File: src/rtl/rr_priority_encoder.sv
// Registered priority encoder: highest-set-bit-wins, optional round-robin
// rotation, and a valid/ready output stage that holds its result under back-pressure.
module rr_priority_encoder #(
  parameter int SIZE = 5
) (
  input  logic                 clk_i,
  input  logic                 rst_ni,
  input  logic [2**SIZE-1:0]   req_i,
  input  logic                 rr_en_i,
  input  logic                 ready_i,
  output logic [SIZE-1:0]      idx_o,
  output logic [2**SIZE-1:0]   onehot_o,
  output logic                 valid_o
);

  localparam int N = 2**SIZE;

  typedef logic [SIZE-1:0] idx_t;
  typedef logic [N-1:0]    vec_t;

  function automatic idx_t f_highest(input vec_t v);
    idx_t r;
    r = '0;
    for (int i = 0; i < N; i++) begin
      if (v[i]) r = idx_t'(i);
    end
    return r;
  endfunction

  idx_t r_ptr;
  idx_t r_idx;
  vec_t r_onehot;
  logic r_valid;

  idx_t w_eff_ptr;
  vec_t w_low_mask;
  vec_t w_masked;
  idx_t w_win;
  logic w_any;
  logic w_load;

  // Two-pass search: bits below the pointer first, then the whole vector.
  // When the lower pass is empty, the highest bit overall is necessarily >= ptr.
  always_comb begin
    // NOTE: every signal gets a default first so no path leaves it unassigned,
    // which would otherwise infer a latch.
    w_eff_ptr  = '0;
    w_low_mask = '0;
    w_masked   = '0;
    w_win      = '0;
    if (rr_en_i) w_eff_ptr = r_ptr;
    w_low_mask = ~({N{1'b1}} << w_eff_ptr);
    w_masked   = req_i & w_low_mask;
    if (|w_masked) w_win = f_highest(w_masked);
    else           w_win = f_highest(req_i);
  end

  assign w_any  = |req_i;
  assign w_load = !r_valid || ready_i;

  // NOTE: sequential state uses non-blocking assignments so every register
  // samples pre-edge values; reset is asynchronous on the falling rst_ni.
  always_ff @(posedge clk_i or negedge rst_ni) begin
    if (!rst_ni) begin
      r_valid  <= 1'b0;
      r_idx    <= '0;
      r_onehot <= '0;
      r_ptr    <= '0;
    end else if (w_load) begin
      if (w_any) begin
        r_valid  <= 1'b1;
        r_idx    <= w_win;
        r_onehot <= vec_t'(1) << w_win;
        if (rr_en_i) r_ptr <= w_win;
      end else begin
        r_valid  <= 1'b0;
        r_idx    <= '0;
        r_onehot <= '0;
      end
    end
  end

  assign valid_o  = r_valid;
  assign idx_o    = r_idx;
  assign onehot_o = r_onehot;

endmodule
File: config.mk
export PLATFORM = sky130hd
export DESIGN_NAME = rr_priority_encoder
export DESIGN_NICKNAME = d
export VERILOG_FILES = /design/src/rtl/rr_priority_encoder.sv
export SDC_FILE = /design/constraint.sdc
export NUM_CORES = 1
export LEC_CHECK = 0
export BUFFER_PORTS_ARGS = -buffer_cell sky130_fd_sc_hd__buf_2
export CORE_MARGIN = 2
export CORE_UTILIZATION = 35
export DETAILED_ROUTE_END_ITERATION = 10
export PLACE_DENSITY_LB_ADDON = 0.1
export SKIP_LAST_GASP = 1
export SYNTH_ARGS = -nofsm -noshare
export SYNTH_HDL_FRONTEND = slang
export SYNTH_SLANG_ARGS = --single-unit
File: constraint.sdc
create_clock -name clk_i -period 4.1 [get_ports clk_i]
set_input_delay 0.205 -clock clk_i [delete_from_list [all_inputs] [get_ports clk_i]]
set_output_delay 0.205 -clock clk_i [all_outputs]
set_load 0.02 [all_outputs]
; ---- Word level (Yosys, flattened, before mapping)
; Index checks and enable logic that the tools add are counted.
[op_classes]
bitwise = 2
shifts = 2
n_mux = 67
reduce_logical = 5
[op_table]
columns = op, n
row1 = 2-to-1 mux 5 bit, 63
row2 = OR reduction 32 bit, 2
row3 = AND 32 bit, 1
row4 = 2-to-1 mux 32 bit, 1
row5 = NOT 32 bit, 1
row6 = "left shift 1 x 5 -> 32 bit, first input constant", 1
row7 = "left shift 32 x 5 -> 32 bit, first input constant", 1
row8 = 2-to-1 mux 1 bit, 3
row9 = AND reduction 3 bit, 1
row10 = zero test 1 bit, 1
row11 = logical OR 1 bit, 1
[word_totals]
register_bits = 43
out_inout_bits = 38
word_cells = 80

; ---- Depth between registers and ports, before layout
; Gate-level depths: netlist (run 1).
[depth]
ltp_word = 38
mapped_depth = 13
ltp_nobuf = 7

; ---- Worst setup path before layout (run 1)
; Ideal clock, no wire load.
[synth_path]
kind = reg2reg
from = reg r_ptr[4]
to = reg r_onehot[1], in the netlist onehot_o[1]
path_stages_with_launch = 12
synth_period_minus_slack_ps = 2855
slack_ps = 1245
required_ps = 3996
setup_ps = 104
t_arrival_ps = 2752
path_cell_list = dfrtp_1 -> buf_6 -> or2_1 -> o221ai_1 -> nand3b_1 -> or4b_4 -> or2_0 -> buf_2 -> o211a_1 -> buf_6 -> buf_6 -> o41ai_2
[synth_between]
elab_chain_len = 38
[synth_lines]
columns = element, line
row1 = "start, declared", 30  ; idx_t r_ptr;
row2 = "start signal, assigned", 74  ; if (rr_en_i) r_ptr <= w_win;
row3 = 2-to-1 mux 5 bit (*), 51  ; if (rr_en_i) w_eff_ptr = r_ptr;
row4 = left shift 32 x 5 -> 32 bit (*), 52  ; w_low_mask = ~({N{1'b1}} << w_eff_ptr);
row5 = NOT 32 bit (*), 52
row6 = AND 32 bit (*), 53  ; w_masked = req_i & w_low_mask;
row7 = 2-to-1 mux 1 bit, 25  ; if (v[i]) r = idx_t'(i);
row8 = 2-to-1 mux 5 bit (30 in a row), 25
row9 = 2-to-1 mux 5 bit (*), 54  ; if (|w_masked) w_win = f_highest(w_masked);
row10 = left shift 1 x 5 -> 32 bit (*), 73  ; r_onehot <= vec_t'(1) << w_win;
row11 = 2-to-1 mux 32 bit (*), 70  ; if (w_any) begin
row12 = "end signal, assigned", 73
row13 = "end, declared", 32  ; vec_t r_onehot;
; Mark *: on every way between the ends. The rest lies on a longest branch, timed or not.
; A chain may end at the register's enable or synchronous reset.

; ---- Worst setup path after layout (run 1)
[layout_path]
from = reg r_ptr[2]
to = reg r_onehot[21], in the netlist onehot_o[21]
; The elaborated chain is that of the path after synthesis.

==> results.py, run 1 <==
metrics = {
    "grt": {
        "grt-ovfl-total": 0,
        "grt_usage_pct": 20.81,
        "grt_pass1_wl_um": 16750,
        "grt_pass1_vias": 3145,
        "antenna_found_initial": 0,
        "grt_max_degree": 44,
    },
    "logic_synthesis": {
        "ys_warn_count": 0,
        "synth_flop_cell": "dfrtp_1",
        "yosysUniqueCellTypes": 62,
        "netlist_instances": 377,
        "ys_ff_latch": 43,
        "avgSynthCellArea_um2": 8.659,
        "synth_top_area_cell": "dfrtp_1",
        "yosysSeqAreaShare_pct": 32.96,
        "netlist_top_cells_area": "dfrtp_1 (33%), o41ai_2 (8.0%), nand2_1 (6.2%), o41ai_1 (5.6%), nor2_1 (4.0%)",
        "synth_top_area_share_pct": 32.96,
        "synthArstFlopShare_pct": 100.0,
        "syn_area_um2": 3264,
        "synth_edf_count": 0,
        "synth_nets": 413,
    },
    "clock_network": {
        "path_clk_slew_ns": 0.09,
        "insertion_delay_ns": 0.30,
        "cts_sinks": 43,
        "cts_hold_buf": 0,
        "numCtsBuffers": 5,
        "clockBufferDepth": 2,
        "tritoncts": "done",
        "cts_root_buf": "clkbuf_8",
        "cts_setup_buffers": 0,
        "cts.htree.levels": 2,
        "ctsResizeCount": 0,
    },
    "detailed_routing": {
        "dr.pass1.iters": 5,
        "routed_wl_um": 10360,
        "route.detailed.wl_per_inst_um": 19.01,
        "drtIter0Drc": 243,
        "vias_per_cell": 6.125,
        "antenna_left": 0,
        "route.detailed.drc": 0,
        "vias": 3338,
    },
    "critical_path": {
        "slowest_stage": "dfrtp_1",
        "rr_endpoint": "onehot_o[21]",
        "cp_top_family": "simple AND/OR/NAND/NOR gates",
        "worst-setup-path-type": "reg -> reg",
        "required_ns": 4.27,
        "worstPathMaxFanout": 28,
        "worstPathArrival_ns": 3.87,
        "critical_path.cell_chain": "and3_1 > o221ai_1 > nand3b_1 > or4b_4 > or2_0 > o211a_1 > o41ai_1",
        "r2r-start": "r_ptr[2]",
        "rr_worst_depth": 7,
        "r2r_setup_slack_ns": 0.40,
        "path_buf_inv": 0,
        "worst_setup_path_start_kind": "flop",
        "endpoint_kind": "flop",
        "slowest_delay_ns": 0.74,
    },
    "finish": {
        "num_antenna_cells": 0,
        "synthToLayoutAreaGrowth_pct": 14.99,
        "final_cells": 545,
        "nets": 469,
        "fin_util_pct": 41.01,
        "layout-drive-gt1-share_pct": 28.34,
        "stdcell_area_um2": 3754,
    },
    "placement": {
        "dp_hpwl_um": 7166,
        "gp_congestion": 0.8590,
        "place_area_um2": 3641,
        "io_buffers": 73,
        "place_inst": 537,
    },
    "sta": {
        "fin_crit_ns": 3.700,
        "fin_crit_sh_pct": 90.24,
        "fmax_mhz": 270.3,
        "relSlewSlack_pct": 31.84,
        "fin_skew_ns": 0.01184,
        "finalSetupViolations": 0,
        "worst_pin_slew_ns": 1.022,
        "setup_tns_ns": 0,
        "slew_violations": 0,
        "rsz0062_at_grt": "no",
        "timing.final.hold_violations": 0,
    },
    "hold_path": {
        "hold_class": "in -> async",
    },
    "floorplanning": {
        "design.portCount": 74,
        "rows": 35,
        "core_um2": 9153,
        "dieHeight_um": 100.6,
        "fp.dieArea_um2": 10120,
        "start_util_pct": 35.67,
        "die_w_um": 100.6,
    },
    "job": {
        "maxCapViolCount": 0,
    },
    "power_and_ir_drop": {
        "switching_share_pct": 53.75,
        "leakage_nw": 1.662,
        "p_per_area_nw_per_um2": 715.4,
        "vdd_drop_max_v": 0.0003561,
        "p_comb_share_pct": 59.3,
        "p_seq_share_pct": 28.3,
        "internal_power_mw": 1.242,
        "p_sw_mw": 1.443,
        "clock_power_share_pct": 12.5,
    },
    "status": {
        "status": "complete, no violations",
    },
}
-- synthesized netlist by cell type, drive strengths merged (3+ instances only) --
library cell,n
a22o,4
or4,3
o211ai,15
o221ai,4
o41ai,37
or3,5
o21ai,14
nand3b,4
o21a,5
nor4,6
mux2,5
o311ai,5
nand3,7
nor2,35
nor2b,3
nand2b,4
nor3,11
dfrtp,43
clkbuf,8
inv,9
and2,3
or2,4
a21oi,23
a211oi,5
o22ai,5
o31ai,3
nand2,54
buf,22
-- cells by family (layout without fill, tap and decap cells) --
family	count (synthesis)	count (layout)	share of synthesized area, %
and+or+nand+nor	148	148	22.04
AOI/OAI and AO/OA	142	142	36.87
DFF	43	43	32.96
buffers and inverters	39	96	6.401
muxes	5	5	1.725
-- state kept, by name (all words and copies together), names as in the netlist --
name      flops
idx_o         5
r_ptr         5
valid_o       1
onehot_o     32
-- worst register-to-register path, delay by kind of cell, from the launching register on --
kind,cells,cell delay [ns]
AO/OA/AOI/OAI,3,1.32
AND/OR/NAND/NOR,4,1.51
flip-flops,1,0.74
-- stage by stage --
stage               power [mW]  setup WS, ns  hold WS (ns)
finish                   2.685        0.4000       0.04714
global route             2.884        0.2054        0.1374
CTS                      2.700        0.4436       0.08515
detailed placement       2.357        0.4511        0.4214
global placement         2.352        0.5450        0.4231
floorplan                1.950         1.245      -0.09059
-- worst max-delay path by stage --
stage	startpoint	to	cells after the start
3_5_place_dp	r_ptr[2]	onehot_o[11]	7
5_1_grt	r_ptr[2]	onehot_o[17]	7
2_1_floorplan	r_ptr[4]	onehot_o[1]	11
3_3_place_gp	r_ptr[2]	onehot_o[15]	7
6_report	r_ptr[2]	onehot_o[21]	7
4_1_cts	r_ptr[2]	onehot_o[21]	7
-- cells in the final DEF (no fill, tap or decap), drive strengths merged, types with 6 or more instances in the layout --
master   n
a21oi   23
buf     79
dfrtp   43
inv      9
nand2   54
nand3    7
nor2    35
nor3    11
nor4     6
o211ai  15
o21ai   14
o41ai   37
-- per-layer routing --
| layer | vias up | GRT usage [%] | share of wire [%] |
|---|---|---|---|
| met2 | 125 | 32.94 | 48 |
| met1 | 1625 | 29.92 | 46 |
| li1 | 1576 | - | - |
| met3 | 12 | 3.398 | 5.4 |
| met5 | - | 0 | 0 |
| met4 | 0 | 4.636 | 0.96 |
-- area by class of cell --
class / count / area (um^2)
well taps: 111 / 138.9
flip-flops and latches: 43 / 1076
multi-input cells: 295 / 1982
repair buffers: 79 / 410.4
fillers: 936 / 5399
inverters: 9 / 33.78
clock buffers: 5 / 68.82
clock inverters: 3 / 43.79
-- power by group through the flow --
stage | clock (mW) | sequential (mW) | combinational [mW]
after global routing | 0.364 | 0.789 | 1.73
after floorplan | 0 | 0.777 | 1.17
final | 0.335 | 0.759 | 1.59
after detailed placement | 0 | 0.759 | 1.60
after CTS | 0.345 | 0.758 | 1.60
after global placement | 0 | 0.757 | 1.59
Note: power is estimated with default switching activity, not from simulation.
==> run 2, diff against run 1 <==
Settings changed: ABC_AREA set to 1.
==> results.py, run 2 <==
metrics = {
    "logic_synthesis": {
        "yosysSeqAreaShare_pct": 36.58,
        "synth_top_area_share_pct": 36.58,
        "netlist_top_cells_area": "dfrtp_1 (37%), nand2_1 (16%), inv_1 (9.1%), nand3_1 (5.1%), nand4_1 (4.9%)",
        "netlist_instances": 436,
        "ys_ff_latch": 43,
        "synth_top_area_cell": "dfrtp_1",
        "syn_area_um2": 2942,
        "ys_warn_count": 0,
        "synth_nets": 472,
        "avgSynthCellArea_um2": 6.747,
        "synth_flop_cell": "dfrtp_1",
        "yosysUniqueCellTypes": 32,
        "yosysMostFrequentCell": "nand2_1",
        "synth_edf_count": 0,
        "netlist_top_cells_count": "nand2_1 (128), inv_1 (71), dfrtp_1 (43)",
        "synthArstFlopShare_pct": 100.0,
    },
    "critical_path": {
        "required_ns": 4.31,
        "path_buf_inv": 3,
        "r2r_setup_slack_ns": 0.83,
        "cp_top_family": "simple AND/OR/NAND/NOR gates",
        "r2r-start": "r_ptr[2]",
        "rr_endpoint": "onehot_o[31]",
        "slowest_stage": "nor2_1",
        "worstPathArrival_ns": 3.48,
        "critical_path.cell_chain": "o21ai_2 > inv_1 > a31oi_1 > nor3_1 > nor2_1 > nand2_1 > nor4_1 > nand2_1 > o21ai_0 > inv_1 > nor2_1 > inv_2 > o21bai_1",
        "slowest_delay_ns": 0.50,
        "worst_setup_path_start_kind": "flop",
        "rr_worst_depth": 13,
        "worst-setup-path-type": "reg -> reg",
        "worstPathMaxFanout": 9,
        "endpoint_kind": "flop",
    },
    "power_and_ir_drop": {
        "p_seq_share_pct": 28.6,
        "switching_share_pct": 53.49,
        "clock_power_share_pct": 11.4,
        "internal_power_mw": 1.076,
        "leakage_nw": 1.948,
        "p_comb_share_pct": 60.0,
        "vdd_drop_max_v": 0.0002808,
        "p_per_area_nw_per_um2": 665.8,
        "p_sw_mw": 1.237,
    },
    "grt": {
        "grt_max_degree": 44,
        "grt_usage_pct": 19.05,
        "grt_pass1_vias": 2874,
        "grt-ovfl-total": 0,
        "grt_pass1_wl_um": 13710,
        "antenna_found_initial": 0,
    },
    "clock_network": {
        "numCtsBuffers": 5,
        "cts_hold_buf": 0,
        "tritoncts": "done",
        "path_clk_slew_ns": 0.09,
        "cts.htree.levels": 2,
        "ctsResizeCount": 0,
        "insertion_delay_ns": 0.30,
        "cts_sinks": 43,
        "cts_setup_buffers": 0,
        "clockBufferDepth": 2,
        "cts_root_buf": "clkbuf_8",
    },
    "sta": {
        "setup_tns_ns": 0,
        "fmax_mhz": 306.0,
        "fin_ws_ns": 0.8324,
        "relSlewSlack_pct": 35.46,
        "fin_skew_ns": 0.01120,
        "slew_violations": 0,
        "worst_pin_slew_ns": 0.9681,
        "rsz0062_at_grt": "no",
        "finalSetupViolations": 0,
        "fin_crit_sh_pct": 79.70,
        "timing.final.hold_violations": 0,
        "fin_crit_ns": 3.268,
    },
    "hold_path": {
        "hold_class": "in -> async",
    },
    "placement": {
        "dp_hpwl_um": 6482,
        "place_inst": 605,
        "pre_cts_ws_ns": 0.9370,
        "gp_congestion": 0.9482,
        "io_buffers": 73,
        "place_area_um2": 3388,
    },
    "detailed_routing": {
        "route.detailed.wl_per_inst_um": 13.61,
        "routed_wl_um": 8345,
        "vias_per_cell": 4.897,
        "antenna_left": 0,
        "dr.pass1.iters": 4,
        "vias": 3002,
        "drtIter0Drc": 109,
        "route.detailed.drc": 0,
    },
    "finish": {
        "layout_common_cells": "nand2_1 (128), buf_2 (73), inv_1 (71)",
        "layout-drive-gt1-share_pct": 19.49,
        "num_antenna_cells": 0,
        "synthToLayoutAreaGrowth_pct": 18.08,
        "mostFrequentLayoutCell": "nand2_1",
        "fin_util_pct": 42.49,
        "nets": 543,
        "largest_register_ffs": 32,
        "stdcell_area_um2": 3473,
        "final_cells": 613,
    },
    "floorplanning": {
        "core_um2": 8175,
        "rows": 33,
        "start_util_pct": 35.98,
        "dieHeight_um": 95.68,
        "die_w_um": 95.68,
        "design.portCount": 74,
        "fp.dieArea_um2": 9154,
    },
    "job": {
        "maxCapViolCount": 0,
    },
    "status": {
        "status": "complete, no violations",
    },
}
==> run 2: final cells by class <==
type	instances	area, um^2
multi-input combinational	308	1519
fill	885	4702
timing repair buffer	76	387.9
inverter	73	274.0
clock buffer	6	72.57
tap	105	131.4
sequential	43	1076
clock inverter	2	12.51
==> run 2: logic make-up (layout without fill, tap and decap cells) <==
kind of cell    Yosys count  count (layout)  synth area share, %
compound gates           61              61                13.02
buf+inv                  85             157                11.78
simple gates            247             247                38.62
flops                    43              43                36.58
==> run 2: power groups by stage <==
stage          Sequential (mW)  Clock [mW]  Combinational, mW
3_5_place_dp             0.668           0               1.38
3_3_place_gp             0.665           0               1.36
2_1_floorplan            0.804           0              0.863
4_1_cts                  0.664       0.274               1.39
6_report                 0.661       0.264               1.39
5_1_grt                  0.679       0.296               1.54
==> run 2: metal layers <==
layer / global-route usage [%] / wire [um]
met1: 25.53 / 3880
met2: 31.64 / 3899
met3: 2.530 / 371
met4: 6.310 / 193
met5: 0 / 0
==> run 2: worst max path at each step <==
stage	from	endpoint	slack, ns	cells past startpoint
after floorplan	r_ptr[1]	onehot_o[11]	1.52	34
after global placement	r_ptr[2]	onehot_o[27]	0.98	13
after detailed placement	r_ptr[2]	onehot_o[23]	0.94	13
after CTS	r_ptr[2]	onehot_o[31]	0.90	13
after global routing	r_ptr[2]	onehot_o[31]	0.54	13
final	r_ptr[2]	onehot_o[31]	0.83	13
==> run 2: per-stage QoR <==
step | hold WS (ns) | power, mW
after floorplan | -0.09059 | 1.667
after global placement | 0.4191 | 2.029
final | 0.06128 | 2.313
after CTS | 0.08957 | 2.330
after global routing | 0.1378 | 2.518
after detailed placement | 0.4276 | 2.051
==> run 3, diff against run 2 <==
Settings changed: ABC_AREA 1 to 0.
Clock period 4.1 ns to 2.92 ns, I/O delays scaled along.
==> results.py, run 3 (same netlist as run 1, synthesis figures left out) <==
metrics = {
    "grt": {
        "grt_pass1_wl_um": 17270,
        "antenna_found_initial": 0,
        "grt_usage_pct": 21.59,
        "grt-ovfl-total": 0,
        "grt_max_degree": 44,
        "grt_pass1_vias": 3263,
    },
    "placement": {
        "io_buffers": 73,
        "place_inst": 578,
        "gp_congestion": 0.9109,
        "dp_hpwl_um": 8127,
    },
    "sta": {
        "fin_skew_ns": 0.01250,
        "fin_crit_sh_pct": 101.5,
        "fin_ws_ns": -0.04315,
        "finalSetupViolations": 10,
        "fmax_mhz": 337.5,
        "fin_crit_ns": 2.963,
        "slew_violations": 0,
        "relSlewSlack_pct": 36.52,
        "worst_pin_slew_ns": 0.9522,
        "timing.final.hold_violations": 17,
        "hold_slack_ns": -0.003972,
        "rsz0062_at_grt": "yes",
        "setup_tns_ns": -0.2178,
    },
    "critical_path": {
        "path_buf_inv": 2,
        "slowest_delay_ns": 0.55,
        "critical_path.cell_chain": "buf_4 > nor4_2 > o32ai_1 > nor3_2 > or4b_4 > or2_1 > o211a_1 > buf_12 > o41ai_2",
        "cp_top_family": "simple AND/OR/NAND/NOR gates",
        "endpoint_kind": "flop",
        "slowest_stage": "or4b_4",
        "worstPathMaxFanout": 17,
        "worstPathArrival_ns": 3.15,
        "worst-setup-path-type": "reg -> reg",
        "worst_setup_path_start_kind": "flop",
        "required_ns": 3.11,
    },
    "detailed_routing": {
        "vias": 3460,
        "antenna_left": 0,
        "vias_per_cell": 5.874,
        "route.detailed.drc": 0,
        "routed_wl_um": 10850,
        "drtIter0Drc": 202,
        "route.detailed.wl_per_inst_um": 18.43,
        "dr.pass1.iters": 5,
    },
    "floorplanning": {
        "start_util_pct": 35.67,
        "rows": 35,
        "fp.dieArea_um2": 10120,
        "core_um2": 9153,
        "die_w_um": 100.6,
        "dieHeight_um": 100.6,
        "design.portCount": 74,
    },
    "finish": {
        "largest_register_ffs": 32,
        "layout-drive-gt1-share_pct": 39.54,
        "layout_common_cells": "buf_2 (73), nand2_1 (54), dfrtp_1 (42)",
        "final_cells": 589,
        "nets": 513,
        "fin_util_pct": 47.61,
        "num_antenna_cells": 0,
        "mostFrequentLayoutCell": "buf_2",
        "synthToLayoutAreaGrowth_pct": 33.50,
    },
    "power_and_ir_drop": {
        "fin_total_pwr_mw": 4.643,
        "internal_power_mw": 2.311,
        "p_comb_share_pct": 71.7,
        "vdd_drop_max_v": 0.0005204,
        "p_seq_share_pct": 19.8,
        "leakage_nw": 2.001,
        "p_sw_mw": 2.332,
        "clock_power_share_pct": 8.4,
        "p_per_area_nw_per_um2": 1065,
        "switching_share_pct": 50.22,
    },
    "clock_network": {
        "tritoncts": "done",
        "numCtsBuffers": 5,
        "cts_sinks": 43,
        "cts_root_buf": "clkbuf_8",
        "insertion_delay_ns": 0.30,
        "clockBufferDepth": 2,
        "cts.htree.levels": 2,
        "cts_hold_buf": 0,
        "path_clk_slew_ns": 0.10,
    },
    "status": {
        "status": "complete, but fails checks",
        "violations": "hold timing, setup timing",
    },
    "hold_path": {
        "hold_class": "in -> async",
    },
    "job": {
        "maxCapViolCount": 0,
    },
}
[run 3: layer usage]
layer	part of all wire, %	global-route usage, %
met3	5.5	3.537
met5	0	0
met4	1.5	5.796
met1	43	28.70
met2	50	36.50
[run 3: cell type report]
cell class / instances / area (um^2)
Multi-Input combinational cell: 295 / 2171
Clock buffer: 5 / 68.82
Fill cell: 904 / 4795
Clock inverter: 3 / 23.77
Sequential cell: 43 / 1077
Tap cell: 111 / 138.9
Inverter: 9 / 33.78
Timing Repair Buffer: 123 / 844.6
[run 3: power groups by stage]
stage / clock network [mW] / logic [mW] / registers, mW
finish: 0.392 / 3.33 / 0.921
global route: 0.428 / 3.57 / 0.946
CTS: 0.402 / 3.18 / 0.925
detailed placement: 0 / 3.05 / 0.926
global placement: 0 / 3.04 / 0.920
floorplan: 0 / 1.65 / 1.09
[run 3: path summary, 6_finish.rpt]
check | end | cells after the start | startpoint | slack [ns]
setup / recovery | onehot_o[9] | 9 | r_ptr[0] | -0.04
hold / removal | onehot_o[31] | 1 | rst_ni | -0.004
setup reg to reg | onehot_o[9] | 9 | r_ptr[0] | -0.04
hold reg to reg | onehot_o[21] | 2 | onehot_o[21] | 0.48
max in group asynchronous | r_ptr[4] | 1 | rst_ni | 2.28
min in group clk_i | valid_o | 3 | ready_i | 0.22
[run 3: repair_timing]
action / CTS / global route
setup endpoints to repair: 26 / 36
gates resized for setup: 14 / 17
buffers inserted: 2 / 1
pin swaps: 2 / 1
[run 3: stage by stage]
step / setup WS, ns / hold slack, ns / area (um^2)
floorplan: 0.06461 / -0.1496 / 3264
global placement: -0.02837 / 0.3617 / 4049
detailed placement: -0.09967 / 0.3469 / 4049
CTS: -0.02028 / 0.01394 / 4244
global route: -0.1805 / 0.06554 / 4358
finish: -0.04315 / -0.003972 / 4358
